`src/rtl/bus_port_fifo.sv`:
```
// bus_port_fifo: bus port with a tx FIFO toward the bus, an address-filtered rx FIFO from the bus,
// and saturating drop / misroute counters.
module bus_port_fifo #(
  parameter int pckg_sz = 16,
  parameter int depth = 8,
  parameter logic [7:0] drv_id = 8'd0
) (
  input  logic               clk,
  input  logic               reset,
  output logic               pndng,
  output logic [pckg_sz-1:0] D_pop,
  input  logic               pop,
  input  logic               push,
  input  logic [pckg_sz-1:0] D_push,
  input  logic               wr_en,
  input  logic [pckg_sz-1:0] wr_data,
  output logic               tx_full,
  input  logic               rd_en,
  output logic [pckg_sz-1:0] rd_data,
  output logic               rx_valid,
  output logic               rx_full,
  output logic [7:0]         drop_cnt,
  output logic [7:0]         misroute_cnt
);
  localparam int aw = $clog2(depth);
  localparam int cw = aw + 1;
  logic [pckg_sz-1:0] tx_mem_q [depth];
  logic [pckg_sz-1:0] rx_mem_q [depth];
  logic [aw-1:0] tx_wr_q, tx_wr_d, tx_rd_q, tx_rd_d, rx_wr_q, rx_wr_d, rx_rd_q, rx_rd_d;
  logic [cw-1:0] tx_cnt_q, tx_cnt_d, rx_cnt_q, rx_cnt_d;
  logic [7:0] drop_q, drop_d, mis_q, mis_d;
  logic [8:0] drop_sum;
  logic tx_pop, tx_wr, tx_drop, rx_match, rx_rd, rx_wr, rx_drop, rx_mis;
  always_comb begin
    pndng = tx_cnt_q != '0;
    tx_full = tx_cnt_q == cw'(depth);
    rx_valid = rx_cnt_q != '0;
    rx_full = rx_cnt_q == cw'(depth);
    D_pop = tx_mem_q[tx_rd_q];
    rd_data = rx_mem_q[rx_rd_q];
    drop_cnt = drop_q;
    misroute_cnt = mis_q;
    tx_pop = pop && pndng;
    tx_wr = wr_en && (!tx_full || pop);
    tx_drop = wr_en && tx_full && !pop;
    rx_match = D_push[pckg_sz-1 -: 8] == drv_id || D_push[pckg_sz-1 -: 8] == 8'hFF;
    rx_rd = rd_en && rx_valid;
    rx_wr = push && rx_match && (!rx_full || rd_en);
    rx_drop = push && rx_match && rx_full && !rd_en;
    rx_mis = push && !rx_match;
    tx_wr_d = tx_wr ? tx_wr_q + aw'(1) : tx_wr_q;
    tx_rd_d = tx_pop ? tx_rd_q + aw'(1) : tx_rd_q;
    rx_wr_d = rx_wr ? rx_wr_q + aw'(1) : rx_wr_q;
    rx_rd_d = rx_rd ? rx_rd_q + aw'(1) : rx_rd_q;
    tx_cnt_d = tx_cnt_q + cw'(tx_wr) - cw'(tx_pop);
    rx_cnt_d = rx_cnt_q + cw'(rx_wr) - cw'(rx_rd);
    // both paths may drop in one cycle, so sum in 9 bits before clamping
    drop_sum = {1'b0, drop_q} + 9'(tx_drop) + 9'(rx_drop);
    drop_d = drop_sum[8] ? 8'hFF : drop_sum[7:0];
    mis_d = (rx_mis && mis_q != 8'hFF) ? mis_q + 8'd1 : mis_q;
  end
  always_ff @(posedge clk) begin
    if (reset) begin
      tx_wr_q <= '0;
      tx_rd_q <= '0;
      rx_wr_q <= '0;
      rx_rd_q <= '0;
      tx_cnt_q <= '0;
      rx_cnt_q <= '0;
      drop_q <= '0;
      mis_q <= '0;
    end else begin
      tx_wr_q <= tx_wr_d;
      tx_rd_q <= tx_rd_d;
      rx_wr_q <= rx_wr_d;
      rx_rd_q <= rx_rd_d;
      tx_cnt_q <= tx_cnt_d;
      rx_cnt_q <= rx_cnt_d;
      drop_q <= drop_d;
      mis_q <= mis_d;
    end
  end
  always_ff @(posedge clk) begin
    if (!reset && tx_wr) tx_mem_q[tx_wr_q] <= wr_data;
    if (!reset && rx_wr) rx_mem_q[rx_wr_q] <= D_push;
  end
endmodule

```
`config.mk`:
```
export PLATFORM = sky130hd
export DESIGN_NAME = bus_port_fifo
export DESIGN_NICKNAME = d
export VERILOG_FILES = /design/src/rtl/bus_port_fifo.sv
export SDC_FILE = /design/constraint.sdc
export NUM_CORES = 1
export LEC_CHECK = 0
export BUFFER_PORTS_ARGS = -buffer_cell sky130_fd_sc_hd__buf_4
export CAP_MARGIN = 15
export CORE_ASPECT_RATIO = 1.4
export CORE_MARGIN = 3
export CORE_UTILIZATION = 39
export DETAILED_ROUTE_END_ITERATION = 8
export PLACE_DENSITY = 0.67
export SETUP_SLACK_MARGIN = 0.1
export SYNTH_ARGS = -nofsm -noshare
export SYNTH_HDL_FRONTEND = slang
export SYNTH_SLANG_ARGS = --single-unit
export TNS_END_PERCENT = 30
```
`constraint.sdc`:
```
create_clock -name clk -period 3.3 [get_ports clk]
set_input_delay 0.33 -clock clk [delete_from_list [all_inputs] [get_ports clk]]
set_output_delay 0.33 -clock clk [all_outputs]
set_load 0.005 [all_outputs]
```
# Word level (Yosys, flattened, before mapping)
# Memories as Yosys holds them, arrays and structs flattened. A register that Yosys moved wholly into a read port is not among the register bits.
# Index checks and enable logic that the tools add are counted.
# totals
word_cells,59
output_inout_bits,52
input_bits,38
reg_bits,36
n_memories,2
ram_bits,256
# op_classes
n_addsub,11
mux,9
n_eq_ne,4
n_reduce_logical,25
# mem_list
memory,words,width,read_ports,rd_clocked_by_memory_dff,write_ports,line,source
rx_mem_q,8,16,1,1,1,28,logic [pckg_sz-1:0] rx_mem_q [depth];
tx_mem_q,8,16,1,1,1,27,logic [pckg_sz-1:0] tx_mem_q [depth];
# ops
cell,count
logical AND 1 bit,13
"adder 3 x 1 -> 3 bit, second input constant",4
two-way mux 3 bit,4
adder 8 x 1 -> 9 bit,1
adder 9 x 1 -> 9 bit,1
adder 4 x 1 -> 4 bit,2
"adder 8 x 1 -> 8 bit, second input constant",1
"== test 4 bit, second input constant",2
"== test 8 bit, second input constant",1
logical NOT 8 bit,1
two-way mux 8 bit,1
"!= test 8 bit, second input constant",1
nonzero test 4 bit,2
subtractor 4 x 1 -> 4 bit,2
logical NOT 1 bit,6
two-way mux 1 bit,4
logical OR 1 bit,3

# Longest topological paths before layout
# Gate-level depths: netlist (run 1).
# logic_depth
word_depth,7
ltp_mapped,14
mapped_depth_nobuf,14

# Worst setup path before layout (run 1)
# OpenSTA, ideal clock, no wires.
# synth_timing
kind,input to register
startpoint,input port D_push[12]
endpoint,memory rx_mem_q[5][0] (enable)
t_arrival_ns,2.938
setup_time_ns,0.430
required_ns,2.870
cell_stages,5
path_buffers,1
path_slack_ns,-0.068
path_cell_list,or4_4 > nor2_4 > o211ai_4 > buf_2 > nor4_1
# synth_via
elab_chain_len,7
word_cells_on_any_way,8
classes_between,eq/ne (1); mux (2); reduce/logical (5)
# synth_rtl
item,line,source
from (decl),14,"input logic [pckg_sz-1:0] D_push,"
== test 8 bit or logical NOT 8 bit (tied branches),46,rx_match = D_push[pckg_sz-1 -: 8] == drv_id || D_push[pckg_sz-1 -: 8] == 8'hFF;
logical OR 1 bit *,46,
logical AND 1 bit * (2 in series),48,rx_wr = push && rx_match && (!rx_full || rd_en);
logical AND 1 bit *,85,if (!reset && rx_wr) rx_mem_q[rx_wr_q] <= D_push;
two-way mux 1 bit *,85,
two-way mux 1 bit (implied by the code) *,85,
to (decl),28,
# Mark *: on every way between the ends. The rest lies on a longest branch, timed or not.

==> reports/metrics.csv, run 1 <==
stage,metric,value,unit
placed_design,port bufs,89,
floorplan,Core Region,29500,µm²
cts,clock sink total,298,
sta,Post-Route Skew,6.85,ps
grt,met1 GRT Util,0.164,
grt,GRT met2 Usage,0.267,
worst_setup_path,Crit path buffers/inverters,2,
sta,final setup fails,0,
cells_and_area,Nets,806,
worst_setup_path,Worst Path Required,2970,ps
pwr,P_leak,4.70,nW
detailed_routing,drt first-iter violations,251,
cts,CTS Buffer Depth,3,
synth,most area-consuming cells after synthesis,"edfxtp_1 (65%), mux4_2 (12%), dfxtp_1 (7.1%)",
worst_setup_path,critical-path cell with the highest stage delay,dfxtp_2,
synth,Yosys cell types,48,
synth,Synth area leader,edfxtp_1,
cells_and_area,"commonest non-fill, non-tap cell in the layout",edfxtp_1,
detailed_routing,via count,5792,
grt,antenna violations before repair,0,
worst_setup_path,Worst Path Arrival,2460,ps
cts,clk root buf,clkbuf_16,
grt,GRT busiest layer,met2,
worst_setup_path,CP top delay family,multiplexers,
pwr,power per cell area,666,nW/µm²
cells_and_area,antenna cells,0,
worst_setup_path,CP peak stage delay,590,ps
cts,post-cts sizing count,0,
cts,postcts setup bufs,0,
cts,clock latency on the worst-skew pair,530,ps
worst_setup_path,CP Cell Sequence,buf_4 -> mux4_2 -> mux2_2 -> buf_4,
grt,vias in the first global route,6219,
synth,post-synthesis average cell area,18.9,µm²
pwr,peak supply drop,0.516,mV
detailed_routing,number of routed nets with antenna violations,0,
floorplan,initial core utilization,0.400,
placed_design,GP Congestion,0.750,
worst_setup_path,top fanout value on the critical path,12,
synth,"Net Count, Synth",684,
cells_and_area,share of cells above drive strength 1,0.357,
worst_setup_path,CP dominant cell by count,buf_4,
synth,"Warnings, synthesis",0,
cts,H-Tree Depth,1,
run,MaxCap Viol Count,0,
sta,fmax,358,MHz
floorplan,Die Y,212,µm
placed_design,hpwl dp,14.2,mm
floorplan,I/O pins,90,
sta,Final Hold Vio Count,0,
detailed_routing,vias per cell,5.05,
floorplan,Chip Width,153,µm
cells_and_area,area grow syn2layout,19.0,%
sta,RSZ-0062 raised after global routing,no,
grt,GRT overflow,0,
status,status,finished clean,
detailed_routing,DRT Pass-1 Iters,4,
grt,largest net degree at the start of global routing,43,
cells_and_area,most frequent cells in the layout,"edfxtp_1 (256), buf_4 (114), mux4_2 (64)",
synth,number of flops mapped to enable cells by yosys,256,
worst_setup_path,worst r2r src,rx_cnt_q[2],
worst_setup_path,critical path class,reg2out,
detailed_routing,DRC,0,
synth,ys flop type,edfxtp_1,
cts,CTS tree,yes,
synth,register bit total from synthesis,298,
sta,Min Hold Slack,30.2,ps
sta,period utilization,0.846,
sta,min Tclk post-route,2790,ps
synth,Mapped Cells,625,
sta,Least-Margin Pin Slew,911,ps
grt,GR Util met3,0.0221,
worst_setup_path,crit path capture type,primary output,
grt,first-pass GRT wire length,35.5,mm
floorplan,row count,74,
worst_hold_path,Hold Crit Start,D_push[5],
grt,All-Layer GR Usage,0.141,
synth,sequential area share after synthesis,0.722,
cts,clk slew on worst S/H paths,60,ps
detailed_routing,routed wire length,22.3,mm
sta,Slew headroom,0.392,
sta,Pins Over Slew Limit,0,
worst_setup_path,Critical Path Start Type,flip-flop,
floorplan,die area,32400,µm²
synth,Post-Syn Area,11800,µm²
cts,Hold Buf Count CTS,3,
worst_hold_path,min-delay worst type,in2reg,
synth,ys async rst share,0,
synth,share of the synthesized area in the top cell type,0.651,
detailed_routing,routed wire length per instance,19.5,µm
pwr,"Power, Total",9.36,mW
cts,TritonCTS Buffers,28,
through the flow:
step,worst slack [ps],cell area [µm²],std cells,TNS [ps],utilization
global placement,340,13100,1094,0,0.444
detailed placement,316,13100,1094,0,0.444
global route,337,14000,1148,0,0.476
CTS,405,14000,1148,0,0.476
floorplan,-67.8,11800,625,-2170,-
finish,507,14000,1148,0,0.476
registers in the layout, summed over array words and instances, names as in the netlist, named ones only:
register      cells
rx_cnt_q          4
drop_cnt          8
misroute_cnt      8
tx_wr_q           3
tx_rd_q           3
rx_wr_q           3
rx_mem_q        128
rx_rd_q           3
tx_mem_q        128
tx_cnt_q          4
worst paths after layout:
kind	endpoint	slack, ps	cells after the start
max	rd_data[11]	510	4
min	rx_mem_q[2][5]	30	1
max reg2reg	drop_cnt[6]	720	13
min reg2reg	flip-flop	490	2
routing by layer:
layer / up-vias / share of wire
met2: 104 / 0.56
li1: 2707 / -
met3: 21 / 0.038
met1: 2960 / 0.39
met4: 0 / 0.016
met5: - / 0
where the power goes:
part / leakage (nW) / switching [mW] / internal, mW / total, mW
logic: 1.61 / 0.823 / 1.08 / 1.90
clock network: 0.444 / 1.30 / 1.83 / 3.13
registers: 2.65 / 0.109 / 4.22 / 4.33
cell families after synthesis:
logic type	after synthesis	synth area share
flip-flops	298	0.722
AND/OR/NAND/NOR	116	0.0534
XOR/XNOR	14	0.0104
buffers and inverters	49	0.0179
AO/OA/AOI/OAI	25	0.0134
adder cells (fa/ha/maj)	21	0.0242
multiplexers	102	0.159
synthesized netlist by cell type (2+ instances only):
| cell type | number |
|---|---|
| nand2_1 | 16 |
| nand3_1 | 8 |
| mux2_4 | 2 |
| or3_1 | 5 |
| o21ai_0 | 2 |
| a21o_1 | 2 |
| nor2_2 | 2 |
| and4b_1 | 2 |
| nor4_1 | 3 |
| clkbuf_1 | 14 |
| nor4b_2 | 2 |
| nand2b_1 | 9 |
| or4_4 | 2 |
| a211oi_1 | 2 |
| inv_1 | 22 |
| and2_1 | 2 |
| mux2i_1 | 4 |
| nor4b_1 | 2 |
| nor2b_1 | 6 |
| nand4_1 | 5 |
| buf_2 | 7 |
| nor3_1 | 8 |
| mux2_2 | 32 |
| nor2_1 | 36 |
| a21oi_1 | 14 |
| ha_1 | 18 |
| mux4_2 | 64 |
| buf_1 | 2 |
| edfxtp_1 | 256 |
| fa_1 | 3 |
| buf_4 | 3 |
| xnor2_1 | 4 |
| dfxtp_1 | 42 |
| xor2_1 | 10 |
cell type report:
cell class	count	area [µm²]
flip-flops and latches	298	8530
inverters	22	82.6
multi-input cells	278	3130
repair buffers	119	926
clock inverters	18	166
fillers	2432	15500
clock buffers	33	741
well taps	380	475
Note: power is estimated with default switching activity, not from simulation.
==> run 2, diff against run 1 <==
Settings changed: PLACE_DENSITY 0.67 to 0.65.
Clock period 3.3 ns to 2.9 ns, I/O delays scaled along.
==> reports/metrics.csv, run 2 (synthesized netlist as in run 1, its figures left out) <==
stage,metric,value,unit
status,status,finished clean,
cts,clk root buf,clkbuf_16,
sta,Post-Route Skew,18.2,ps
grt,GR Util met3,0.0249,
sta,Min Hold Slack,68.7,ps
sta,period utilization,0.918,
cts,CTS Buffer Depth,3,
worst_setup_path,CP Cell Sequence,dlygate4sd3_1 -> buf_4 -> or4_4 -> nor2_4 -> or2_1 -> nand3_1 -> fa_2 -> inv_1 -> ha_1 -> and3_1 -> and2_4 -> and4b_1 -> nor3_1,
cells_and_area,Post-Layout Inst Area,14400,µm²
grt,GRT overflow,0,
worst_setup_path,CP startpoint,D_push[10],
cells_and_area,fin util,0.486,
worst_setup_path,Crit path buffers/inverters,3,
floorplan,Die Y,212,µm
placed_design,port bufs,89,
run,MaxCap Viol Count,0,
worst_setup_path,Crit path depth,13,
floorplan,Chip Width,153,µm
placed_design,GP Congestion,0.710,
pwr,P_leak,4.84,nW
pwr,"Power, Total",10.7,mW
sta,RSZ-0062 raised after global routing,no,
worst_hold_path,min-delay worst type,in2reg,
detailed_routing,DRC,0,
cells_and_area,Nets,836,
cells_and_area,most frequent cells in the layout,"edfxtp_1 (256), buf_4 (116), mux4_2 (64)",
pwr,Clock power frac,0.333,
pwr,NetSw,2.61,mW
cts,clock latency on the worst-skew pair,560,ps
cts,postcts setup bufs,0,
worst_setup_path,critical-path cell with the highest stage delay,dlygate4sd3_1,
sta,Least-Margin Pin Slew,491,ps
worst_setup_path,CP peak stage delay,530,ps
detailed_routing,vias per cell,5.05,
pwr,internal power,8.11,mW
worst_setup_path,CP endpoint,drop_cnt[6],
cts,H-Tree Depth,1,
worst_setup_path,critical path class,in2reg,
sta,min Tclk post-route,2660,ps
cts,TritonCTS Buffers,29,
detailed_routing,number of routed nets with antenna violations,0,
grt,All-Layer GR Usage,0.139,
pwr,Flop pwr share,0.460,
detailed_routing,drt first-iter violations,372,
cells_and_area,largest registers,"rx_mem_q (128), tx_mem_q (128)",
grt,GRT busiest layer,met2,
placed_design,Placed Area,13200,µm²
grt,GRT met2 Usage,0.249,
worst_setup_path,worst r2r src,rx_cnt_q[2],
sta,Slew headroom,0.672,
grt,antenna violations before repair,0,
grt,largest net degree at the start of global routing,47,
cts,CTS tree,yes,
floorplan,Core Region,29500,µm²
worst_setup_path,CP top delay family,simple AND/OR/NAND/NOR gates,
floorplan,row count,74,
floorplan,I/O pins,90,
detailed_routing,routed wire length,22.3,mm
cells_and_area,area grow syn2layout,21.7,%
worst_setup_path,R2R depth,13,
worst_setup_path,top fanout value on the critical path,10,
cts,clock sink total,298,
grt,vias in the first global route,6129,
floorplan,initial core utilization,0.400,
sta,fmax,376,MHz
detailed_routing,routed wire length per instance,18.9,µm
pwr,power per cell area,746,nW/µm²
pwr,peak supply drop,0.487,mV
worst_setup_path,Critical Path Start Type,input port,
detailed_routing,via count,5945,
worst_setup_path,worst r2r dst,drop_cnt[6],
pwr,Switching Share,0.244,
placed_design,hpwl dp,13.4,mm
grt,met1 GRT Util,0.178,
worst_setup_path,Worst Path Arrival,3080,ps
cells_and_area,"commonest non-fill, non-tap cell in the layout",edfxtp_1,
grt,first-pass GRT wire length,35.3,mm
worst_setup_path,Worst Path Required,3320,ps
cts,clk slew on worst S/H paths,60,ps
worst_setup_path,r2r setup slk,420,ps
cells_and_area,antenna cells,0,
worst_setup_path,crit path capture type,flip-flop,
cells_and_area,share of cells above drive strength 1,0.355,
sta,Pins Over Slew Limit,0,
floorplan,die area,32400,µm²
sta,Final Hold Vio Count,0,
pwr,Comb pwr share,0.207,
detailed_routing,DRT Pass-1 Iters,4,
sta,final setup fails,0,
run 2: worst min-delay path: stages:
cell	delay, ps
buf_4	120
nand3_1	70
a21oi_1	70
run 2: timing repair:
item / in CTS / in global routing
hold endpoints to repair: 224 / 0
gates resized for setup: 0 / 5
endpoints found under the setup margin: 0 / 18
hold buffers: 28 / 0
run 2: worst min path at each step:
stage | cells past startpoint | to | slack (ps) | start
3_5_place_dp | 2 | misroute_cnt[4] | 490 | misroute_cnt[4]
6_report | 3 | flip-flop | 70 | pop
2_1_floorplan | 0 | rx_mem_q[0][0] | 390 | D_push[0]
4_1_cts | 2 | rx_mem_q[7][15] | 40 | D_push[15]
3_3_place_gp | 2 | tx_rd_q[1] | 470 | tx_rd_q[1]
5_1_grt | 3 | rx_rd_q[1] | 60 | rd_en
run 2: power by group through the flow:
stage	sequential (mW)	clock, mW	combinational (mW)
detailed placement	5.02	0	2.24
floorplan	4.96	0	1.52
finish	4.93	3.56	2.22
global route	4.95	3.86	2.47
CTS	4.93	3.68	2.29
global placement	5.01	0	2.23
run 2: metrics by stage:
step | setup WS, ps | instances | TNS, ps
3_3_place_gp | 75.7 | 1098 | 0
3_5_place_dp | 61.5 | 1098 | 0
2_1_floorplan | -428 | 625 | -13690
5_1_grt | 105 | 1178 | 0
6_report | 238 | 1178 | 0
4_1_cts | 115 | 1178 | 0
run 2: layout make-up:
type,instances,area (µm²)
multi-input combinational,278,3140
inverter,22,82.6
timing repair buffer,148,1230
sequential,298,8530
tap,380,475
clock buffer,33,741
fill,2435,15200
clock inverter,19,165
run 2: routing by layer:
metal	part of all wire	up-vias
met5	0	-
met3	0.044	28
met1	0.41	3030
met4	0.016	0
li1	-	2766
met2	0.53	121
==> run 3, diff against run 2 <==
Settings changed: ABC_AREA set to 1.
==> reports/metrics.csv, run 3 <==
stage,metric,value,unit
status,status,finished clean,
worst_hold_path,Hold EP,rx_cnt_q[1],
worst_setup_path,worst r2r dst,drop_cnt[5],
cts,H-Tree Depth,1,
detailed_routing,routed wire length per instance,16.5,µm
sta,Post-Route Skew,15.1,ps
sta,period utilization,0.908,
worst_setup_path,top fanout value on the critical path,10,
synth,number of flops mapped to enable cells by yosys,256,
worst_setup_path,R2R depth,14,
cts,clk root buf,clkbuf_16,
pwr,peak supply drop,0.594,mV
worst_setup_path,Worst Path Required,3380,ps
floorplan,I/O pins,90,
grt,GRT overflow,0,
cells_and_area,Non-Filler Instances,1611,
synth,top-count cell post-synth,edfxtp_1,
cells_and_area,# fillers,2646,
run,MaxCap Viol Count,0,
grt,All-Layer GR Usage,0.158,
detailed_routing,drt first-iter violations,496,
synth,"Warnings, synthesis",0,
worst_setup_path,Critical Path Start Type,input port,
cts,clock sink total,298,
detailed_routing,vias per cell,5.00,
placed_design,port bufs,89,
cts,clock latency on the worst-skew pair,540,ps
sta,Slew headroom,0.525,
cells_and_area,"commonest non-fill, non-tap cell in the layout",edfxtp_1,
cts,clk slew on worst S/H paths,60,ps
cells_and_area,most frequent cells in the layout,"edfxtp_1 (256), nor2_1 (220), nand2_1 (152)",
sta,final worst setup slack,267,ps
grt,largest net degree at the start of global routing,65,
synth,Synth area leader,edfxtp_1,
worst_hold_path,Hold Crit Start,reset,
synth,most area-consuming cells after synthesis,"edfxtp_1 (63%), dfxtp_1 (6.9%), nor2_1 (6.8%)",
synth,ys flop type,edfxtp_1,
sta,fmax,380,MHz
worst_hold_path,min-delay worst type,in2reg,
cells_and_area,largest registers,"rx_mem_q (128), tx_mem_q (128)",
grt,vias in the first global route,7937,
placed_design,Placed Instances,1530,
synth,ys async rst share,0,
sta,Final Hold Vio Count,0,
floorplan,initial core utilization,0.400,
worst_setup_path,Worst Path Arrival,3110,ps
floorplan,die area,33300,µm²
synth,Post-Syn Area,12100,µm²
cts,TritonCTS Buffers,28,
placed_design,GP Congestion,0.773,
pwr,power per cell area,765,nW/µm²
cells_and_area,share of cells above drive strength 1,0.144,
floorplan,row count,75,
sta,Sum Neg Setup Slack,0,ps
sta,final setup fails,0,
sta,Pins Over Slew Limit,0,
floorplan,Core Region,30300,µm²
floorplan,Die Y,215,µm
detailed_routing,routed wire length,26.6,mm
synth,Yosys cell types,32,
cells_and_area,antenna cells,0,
worst_setup_path,r2r setup slk,450,ps
synth,Mapped Cells,1070,
detailed_routing,number of routed nets with antenna violations,0,
cells_and_area,area grow syn2layout,20.4,%
worst_hold_path,Worst Hold Depth,2,
floorplan,Chip Width,155,µm
synth,post-synthesis average cell area,11.3,µm²
synth,sequential area share after synthesis,0.703,
cts,CTS tree,yes,
grt,first-pass GRT wire length,42.2,mm
detailed_routing,DRC,0,
worst_setup_path,critical path class,in2reg,
pwr,P_leak,5.35,nW
sta,RSZ-0062 raised after global routing,no,
placed_design,hpwl dp,15.8,mm
detailed_routing,via count,8058,
sta,min Tclk post-route,2630,ps
cells_and_area,Nets,1266,
synth,"Net Count, Synth",1129,
worst_setup_path,crit path capture type,flip-flop,
sta,Least-Margin Pin Slew,712,ps
cts,CTS Buffer Depth,3,
detailed_routing,DRT Pass-1 Iters,5,
synth,synth cell count leaders,"edfxtp_1 (256), nor2_1 (221), nand2_1 (154), o21ai_1 (79), o21ai_0 (59)",
placed_design,dpl ws,183,ps
worst_setup_path,worst r2r src,rx_cnt_q[2],
grt,antenna violations before repair,0,
cells_and_area,fin util,0.482,
synth,register bit total from synthesis,298,
synth,share of the synthesized area in the top cell type,0.633,
## run 3: changes by cell type after synthesis, moves of 6 or more
cell	previous run	this run
nor2_1	36	221
nand2_1	16	154
o21ai_1	1	79
mux4_2	64	0
o21ai_0	2	59
a21oi_1	14	56
mux2_2	32	0
a31oi_1	1	32
inv_1	22	51
nand3_1	8	24
buf_2	7	20
nand2b_1	9	0
nor2b_1	6	0
## run 3: power by group
| part | internal, mW | switching [mW] |
|---|---|---|
| Combinational | 0.980 | 1.49 |
| Sequential | 4.80 | 0.108 |
| Clock | 2.31 | 1.49 |
## run 3: worst max-delay path, cell delays in order
cell and delay, ps:
dlygate4sd3_1 550, buf_4 170, nor2_1 110, nand2_1 110
o21ai_4 240, nand4_1 180, fa_1 420, inv_1 80
ha_1 170, nand3_1 120, nor2_1 140, and3_1 230
nand2_2 110, o21ai_1 90, nand2_1 60, inv_1 50
## run 3: final cells by class
cell class,instances,area (µm²),share of cell area
Clock inverter,14,194,0.0133
Sequential cell,298,8530,0.584
Multi-Input combinational cell,668,3170,0.217
Clock buffer,35,768,0.0526
Tap cell,385,482,0.0330
Inverter,57,218,0.0149
Timing Repair Buffer,154,1250,0.0855
## run 3: metrics by stage
stage               cell area, µm²  hold slack [ps]  power [mW]
floorplan                    12100              359        6.49
global placement             13300              449        7.42
detailed placement           13300              464        7.47
CTS                          14600             32.4        11.3
global route                 14600             31.5        11.8
finish                       14600             48.4        11.2
## run 3: kinds of logic (layout without fill, tap and decap cells)
kind of cell             after synthesis  count (layout)  synth area share
buffers and inverters                104             260            0.0370
XOR/XNOR                               6               6           0.00433
flip-flops                           298             298             0.703
AO/OA/AOI/OAI                        227             227            0.0978
AND/OR/NAND/NOR                      414             414             0.135
adder cells (fa/ha/maj)               21              21            0.0235
## run 3: worst max path at each step
stage                     start  slack (ps)  cells after the start           to
floorplan           tx_cnt_q[2]         640                     14  drop_cnt[5]
global placement      D_push[9]         210                     16  drop_cnt[5]
detailed placement    D_push[8]         180                     16  drop_cnt[5]
CTS                   D_push[8]         210                     17  drop_cnt[5]
global route          D_push[8]         130                     17  drop_cnt[5]
finish               D_push[15]         270                     16  drop_cnt[5]
## run 3: repair_timing
| action | CTS | global route |
|---|---|---|
| gates resized for setup | 0 | 3 |
| setup endpoints to repair | 0 | 5 |
| hold endpoints to repair | 256 | 0 |
| hold buffers | 32 | 0 |
| setup buffers | 0 | 0 |
## run 3: layer usage
layer / vias to the layer above / part of all wire / track usage
met1: 3821 / 0.40 / 0.191
met3: 46 / 0.046 / 0.0193
li1: 3991 / - / -
met2: 200 / 0.53 / 0.289
met5: - / 0 / 0
met4: 0 / 0.025 / 0.0557
